## src/rtl/seq_pattern_gen.sv

```systemverilog
// seq_pattern_gen: serial pattern transmitter for exercising sequence detectors.
// Loads a WIDTH-bit pattern on start and shifts it out MSB-first, optionally
// repeating it back-to-back, while counting the 1->0 transitions it emits.
//
// state | meaning
// IDLE  | waiting for start, outputs quiet
// SHIFT | driving one pattern bit per clock
// FIN   | one-cycle done pulse, start ignored
module seq_pattern_gen #(
   parameter int WIDTH  = 8,
   parameter int CNT_W  = 4,
   parameter int DCNT_W = 8
) (
   input  logic              clk,
   input  logic              reset,
   input  logic              start,
   input  logic [WIDTH-1:0]  pattern,
   input  logic [CNT_W-1:0]  repeat_n,
   output logic              x_out,
   output logic              bit_valid,
   output logic              busy,
   output logic              done,
   output logic [DCNT_W-1:0] det_count
);

   localparam int IDX_W = (WIDTH > 1) ? $clog2(WIDTH) : 1;
   localparam logic [IDX_W-1:0] LAST_IDX = IDX_W'(WIDTH - 1);

   typedef enum logic [1:0] {IDLE, SHIFT, FIN} state_t;

   state_t             state;
   logic [WIDTH-1:0]   shadow;
   logic [IDX_W-1:0]   idx;
   logic [CNT_W-1:0]   pass_cnt;
   logic               next_bit;
   logic               more_bits;

   // Bit that the next SHIFT edge would drive; wraps to the MSB between passes.
   always_comb begin
      next_bit  = 1'b0;
      more_bits = (idx != '0) || (pass_cnt != '0);
      if (idx != '0)
         next_bit = shadow[idx - IDX_W'(1)];
      else if (pass_cnt != '0)
         next_bit = shadow[WIDTH-1];
   end

   // Sequencer: loads shadows on start, shifts bits, counts 1->0 transitions.
   always_ff @(posedge clk or negedge reset) begin
      if (!reset) begin
         state     <= IDLE;
         shadow    <= '0;
         idx       <= '0;
         pass_cnt  <= '0;
         x_out     <= 1'b0;
         bit_valid <= 1'b0;
         busy      <= 1'b0;
         done      <= 1'b0;
         det_count <= '0;
      end else begin
         case (state)
            IDLE: begin
               done <= 1'b0;
               if (start) begin
                  shadow    <= pattern;
                  pass_cnt  <= repeat_n;
                  idx       <= LAST_IDX;
                  det_count <= '0;
                  x_out     <= pattern[WIDTH-1];
                  bit_valid <= 1'b1;
                  busy      <= 1'b1;
                  state     <= SHIFT;
               end else begin
                  x_out     <= 1'b0;
                  bit_valid <= 1'b0;
                  busy      <= 1'b0;
               end
            end
            SHIFT: begin
               if (more_bits) begin
                  x_out <= next_bit;
                  if (idx != '0) begin
                     idx <= idx - IDX_W'(1);
                  end else begin
                     idx      <= LAST_IDX;
                     pass_cnt <= pass_cnt - CNT_W'(1);
                  end
                  // x_out still holds the previous valid bit of this transfer
                  if (x_out && !next_bit && (det_count != '1))
                     det_count <= det_count + DCNT_W'(1);
               end else begin
                  x_out     <= 1'b0;
                  bit_valid <= 1'b0;
                  busy      <= 1'b0;
                  done      <= 1'b1;
                  state     <= FIN;
               end
            end
            FIN: begin
               done  <= 1'b0;
               state <= IDLE;
            end
            default: begin
               state     <= IDLE;
               x_out     <= 1'b0;
               bit_valid <= 1'b0;
               busy      <= 1'b0;
               done      <= 1'b0;
            end
         endcase
      end
   end

endmodule

```

## config.mk

```make
export PLATFORM = sky130hd
export DESIGN_NAME = seq_pattern_gen
export DESIGN_NICKNAME = d
export VERILOG_FILES = /design/src/rtl/seq_pattern_gen.sv
export SDC_FILE = /design/constraint.sdc
export NUM_CORES = 1
export LEC_CHECK = 0
export BUFFER_PORTS_ARGS = -buffer_cell sky130_fd_sc_hd__buf_2
export CAP_MARGIN = 0
export CORE_ASPECT_RATIO = 1.4
export CORE_MARGIN = 3
export CORE_UTILIZATION = 40
export DETAILED_ROUTE_END_ITERATION = 6
export PLACE_DENSITY_LB_ADDON = 0.25
export SLEW_MARGIN = 20
export SYNTH_ARGS = -nofsm -noshare
export SYNTH_HDL_FRONTEND = slang
export SYNTH_SLANG_ARGS = --single-unit
```

## constraint.sdc

```tcl
create_clock -name clk -period 5.03 [get_ports clk]
set_clock_uncertainty 0.05 [all_clocks]
set_input_delay 1.006 -clock clk [delete_from_list [all_inputs] [get_ports clk]]
set_output_delay 1.006 -clock clk [all_outputs]
set_load 0.01 [all_outputs]
```

# After elaboration in Yosys (flattened, before gate mapping)

Index checks and enable logic that the tools add are counted.

Add/subtract/negate cells: 3
Reduce and logical (&&, ||, !) cells: 14
Muxes and demuxes: 27
$lt $le $gt $ge: 1
Eq/ne operators: 8
Bitwise logic cells: 1

Operators with widths:

| kind                                                                  | count |
|---|---|
| 8-bit 2-to-1 mux                                                      | 3 |
| 8-bit case mux with 2 select lines                                    | 1 |
| 4-bit 2-to-1 mux                                                      | 3 |
| 2-bit != test (second input constant)                                 | 5 |
| 1-bit 2-to-1 mux                                                      | 9 |
| 3-bit 2-to-1 mux                                                      | 3 |
| 8-bit by 1-bit adder with 8-bit output (second input constant)        | 1 |
| 8-bit != test (second input constant)                                 | 1 |
| 4-bit case mux with 2 select lines                                    | 1 |
| 4-bit AND reduction                                                   | 2 |
| 1-bit case mux with 3 select lines                                    | 2 |
| 3-bit case mux with 2 select lines                                    | 1 |
| 2-bit AND reduction                                                   | 3 |
| 3-bit by 4-bit < comparator with 1-bit output (second input constant) | 1 |
| 2-bit 2-to-1 mux                                                      | 2 |
| 2-bit case mux with 2 select lines                                    | 1 |
| 4-bit nonzero test                                                    | 1 |
| 4-bit by 1-bit subtractor with 4-bit output (second input constant)   | 1 |
| 1-bit binary-select mux with 3-bit select                             | 1 |
| 3-bit AND reduction                                                   | 1 |
| 3-bit nonzero test                                                    | 1 |
| 3-bit by 1-bit subtractor with 3-bit output (second input constant)   | 1 |
| 2-bit by 1-bit == test with 1-bit output (second input constant)      | 1 |
| 2-bit == test (second input constant)                                 | 1 |
| 6 further kinds                                                       | 7 |

Input port bits: 15
Word-level logic and storage cells: 62
Register bits: 28
Output and inout port bits: 12

# Longest topological paths before layout

Depth after elaboration: 10
Mapped depth: 9
Gate-level depth less buffers: 8

# Worst setup path after synthesis

No wires, ideal clock.

Path type: register to register
Start: reg idx[0]
End: reg det_count[4]
Data required time: 4,856 ps
Path buffers: 2
Setup time: 124 ps
Arrival time: 2,284 ps
Period minus slack after synthesis: 2,458 ps
Slack: 2,572 ps
Cell stages (with the launch flop): 10
Path through: dfrtp_1 > inv_1 > ha_1 > buf_6 > mux2i_1 > mux4_2 > a221oi_4 > buf_6 > nor3_2 > a211o_1

Longest elaborated chain between the ends: 9

RTL lines:

| item                                        | RTL line | source |
|---|---|---|
| start, declared                             | 33       | `logic [IDX_W-1:0] idx;` |
| start signal, assigned                      | 83       | `idx <= idx - IDX_W'(1);` |
| 3-bit by 1-bit subtractor with 3-bit output | 43       | `next_bit = shadow[idx - IDX_W'(1)];` |
| 1-bit binary-select mux with 3-bit select   | 43       |  |
| 1-bit 2-to-1 mux (implied by the code)      | 43       |  |
| 1-bit 2-to-1 mux                            | 42       | `if (idx != '0)` |
| 1-bit logical NOT                           | 89       | `if (x_out && !next_bit && (det_count != '1))` |
| 1-bit logical AND (2 in a row)              | 89       |  |
| 2-bit != test (no line)                     | --       |  |
| 4-bit AND reduction (no line) *             | --       |  |
| end signal, assigned                        | 90       | `det_count <= det_count + DCNT_W'(1);` |
| end, declared                               | 23       | `output logic [DCNT_W-1:0] det_count` |

Mark *: on every way between the ends. The rest lies on a longest branch, timed or not. The select of a mux whose other input is x is not followed.
A chain may end at the register's enable or synchronous reset.

# Worst setup path in the final report

Start: in start
End: reg det_count[6]

Longest elaborated chain between the ends: 2

RTL lines:

| item                          | RTL line | source |
|---|---|---|
| start, declared               | 16       | `input logic start,` |
| 2-bit != test (no line)       | --       |  |
| 4-bit AND reduction (no line) | --       |  |

Every way passes these cells.

==> results by group <==
STA
  • Final setup fails: 0
  • Setup TNS: 0 ns
  • Fmax: 0.335 GHz
  • WHS: 0.425 ns
  • Final period utilization: 59.4%
  • RSZ-0062 raised after global routing: false
  • Crit path time final: 2.99 ns
  • Count of final hold-check violations: 0
  • Relative slew slack: 40.1%
  • Worst Tran Pin Value: 0.896 ns
  • Max Slew Vio Count: 0

Synth
  • Post-Syn Area: 1610 sq um
  • Seq/Total Area, Yosys: 43.4%
  • Flops & latches, synth: 28
  • Post-synth top flop: dfrtp_1
  • Post-Syn Instances: 175
  • Syn avg cell area: 9.22 sq um
  • Cell variety after synth: 45
  • Ys Warns: 0
  • Syn Nets: 195
  • Number of enable flip-flop cells after synthesis: 0
  • Ys async rst share: 100%

Clock tree
  • Clock buffer depth: 2
  • TritonCTS Buffers: 3
  • Clock tree sinks: 28
  • Post-CTS Hold Fix Bufs: 0
  • Root Driver: clkbuf_8
  • CTS HTree Levels: 1
  • Worst-Skew Late Latency: 0.28 ns
  • CTS tree: done
  • Reg clk slew, reported paths: 0.09 ns
  • Post-CTS setup buffer count: 0
  • PostCTS Resize Cnt: 0

Routing
  • Vias: 1346
  • Drt drc: 0
  • Vias per cell: 5.61
  • Total Wirelength: 3.57 mm
  • Routed met3 length: 129 um
  • DRT Pass-1 Iters: 4
  • Starting DRT DRC Count: 39
  • Top sig layer: met4
  • WL/cell: 14.9 um
  • Routed met2 length: 1.89 mm
  • Remaining antenna violation count after routing: 0
  • M1 WL: 1.50 mm

Critical path
  • Kind of critical path: primary input to flop
  • Critical R2R Launch: idx[0]$_DFFE_PN0P_
  • Critical path launch point type: primary input
  • CP arrival: 3.15 ns
  • Worst R2R End: det_count[4]$_DFFE_PN0P_
  • Data required, critical path: 5.19 ns
  • Crit end category: flop
  • R2R Setup Slk: 2.27 ns
  • Reg2Reg Depth: 7
  • Crit Path Max Fanout: 12

Final layout
  • Layout area overhead: 13.2%
  • Finished Layout Cells: 240
  • Leading cell type in the layout, fill and taps excluded: nand2_1
  • Most frequent cells in the layout: 32 x nand2_1, 28 x dfrtp_1, 26 x buf_2
  • Fin nets: 219
  • Share of cells above drive strength 1: 21.2%
  • Diode count: 0

Worst hold path
  • Hold path cells: 1
  • Worst Hold End: idx[0]$_DFFE_PN0P_
  • Min-delay src: idx[0]$_DFFE_PN0P_
  • Hold crit path type: flop to flop

Global routing
  • First-pass GRT wire length: 5.91 mm
  • Overflow after GRT: 0
  • Antenna violations before repair: 0
  • Overall fraction of global-route tracks in use: 15.6%
  • Vias in the first global route: 1301
  • Largest net degree at the start of global routing: 29

Power
  • Pleak: 0.846 nW
  • P per Cell Area: 682 nW/um^2
  • Worst VDD drop: 0.000364 V

Run status
  • Outcome: complete, no violations

Floorplan
  • Initial Utilization: 42.7%
  • Chip Width: 59.7 um
  • DIE AREA: 4840 sq um
  • Num rows: 26
  • Ports: 27
  • Core Area: 3770 sq um
  • Die Y: 81.1 um

Placement
  • Dpl hpwl: 2.68 mm
  • Routability Congestion: 0.801
  • IO Port Bufs: 26
  • Placed cells: 236

Job
  • MaxCap Viol Count: 0
## cell families (layout without fill, tap and decap cells)
kind of cell	count (synthesis)	in the layout	synth area share [%]
AND/OR/NAND/NOR	80	80	24.5
multiplexers	6	6	5.28
flip-flops	28	28	43.4
buffers and inverters	17	40	5.12
AO/OA/AOI/OAI	39	39	17.8
adder cells (fa/ha/maj)	5	5	3.88
## stage by stage
step	util, %	power [mW]	instance area, sq um	worst slack (ns)
floorplan	-	0.944	1610	2.57
global placement	46.5	1.05	1750	1.84
detailed placement	46.5	1.07	1750	1.80
CTS	48.4	1.25	1830	2.08
global route	48.4	1.35	1830	1.92
finish	48.4	1.25	1830	2.04
## worst max-delay path by stage
stage                                     to  cells past startpoint  slack [ns]               start
floorplan           det_count[4]$_DFFE_PN0P_                      9        2.57  idx[0]$_DFFE_PN0P_
global placement    det_count[6]$_DFFE_PN0P_                      6        1.84               start
detailed placement  det_count[6]$_DFFE_PN0P_                      6        1.80               start
CTS                 det_count[6]$_DFFE_PN0P_                      6        2.08               start
global route        det_count[6]$_DFFE_PN0P_                      6        1.92               start
finish              det_count[6]$_DFFE_PN0P_                      6        2.04               start
## state kept, by name, indices dropped and copies added, names as in the netlist
signal,count
busy,1
det_count,8
done,1
idx,3
pass_cnt,4
shadow,8
state,2
x_out,1
## where the power goes
group          switching [mW]  total [mW]  internal (mW)
combinational           0.378       0.649          0.271
sequential             0.0953       0.421          0.325
clock                  0.0697       0.176          0.107
## layout make-up
class                           instances  area (sq um)
Timing Repair Buffer                   27           138
Multi-Input combinational cell        130           830
Tap cell                               42          52.6
Clock buffer                            3          41.3
Clock inverter                          1          30.0
Inverter                                9          33.8
Sequential cell                        28           701
Fill cell                             370          1950
## critical path, stage by stage
cell     delay (ns)
buf_2          0.07
nor2b_1        0.18
nor2b_1        0.74
nor2_1         0.33
or4_2          0.72
nand3_1        0.10
## per-layer routing
layer | vias up | GRT usage (%)
met4 | 0 | 4.66
met2 | 30 | 27.6
met3 | 5 | 2.23
li1 | 671 | -
met1 | 640 | 19.3
met5 | - | 0
## synthesized netlist by cell type, types with 2 or more instances
cell       n  area share (%)
nand2b_1   3             1.2
nor3_1     2            0.62
a31oi_1    3             1.2
mux4_2     2             2.8
o21a_1     2            0.93
a22oi_1    3             1.4
nand4_1    3             1.2
buf_6      2             1.4
nor3b_1    2            0.93
dfrtp_1   28              43
inv_1      9             2.1
o211ai_1   3             1.4
or3_1      3             1.2
a21oi_1    8             2.5
nor2b_1    5             1.9
nor4_1     2            0.78
ha_1       5             3.9
nor2_1    14             3.3
clkbuf_1   5             1.2
nand3_1    6             1.9
nand2_1   32             7.4
o21ai_0    6             1.9
o22ai_1    2            0.78
mux2i_1    4             2.5
Note: power is estimated with default switching activity, not from simulation.
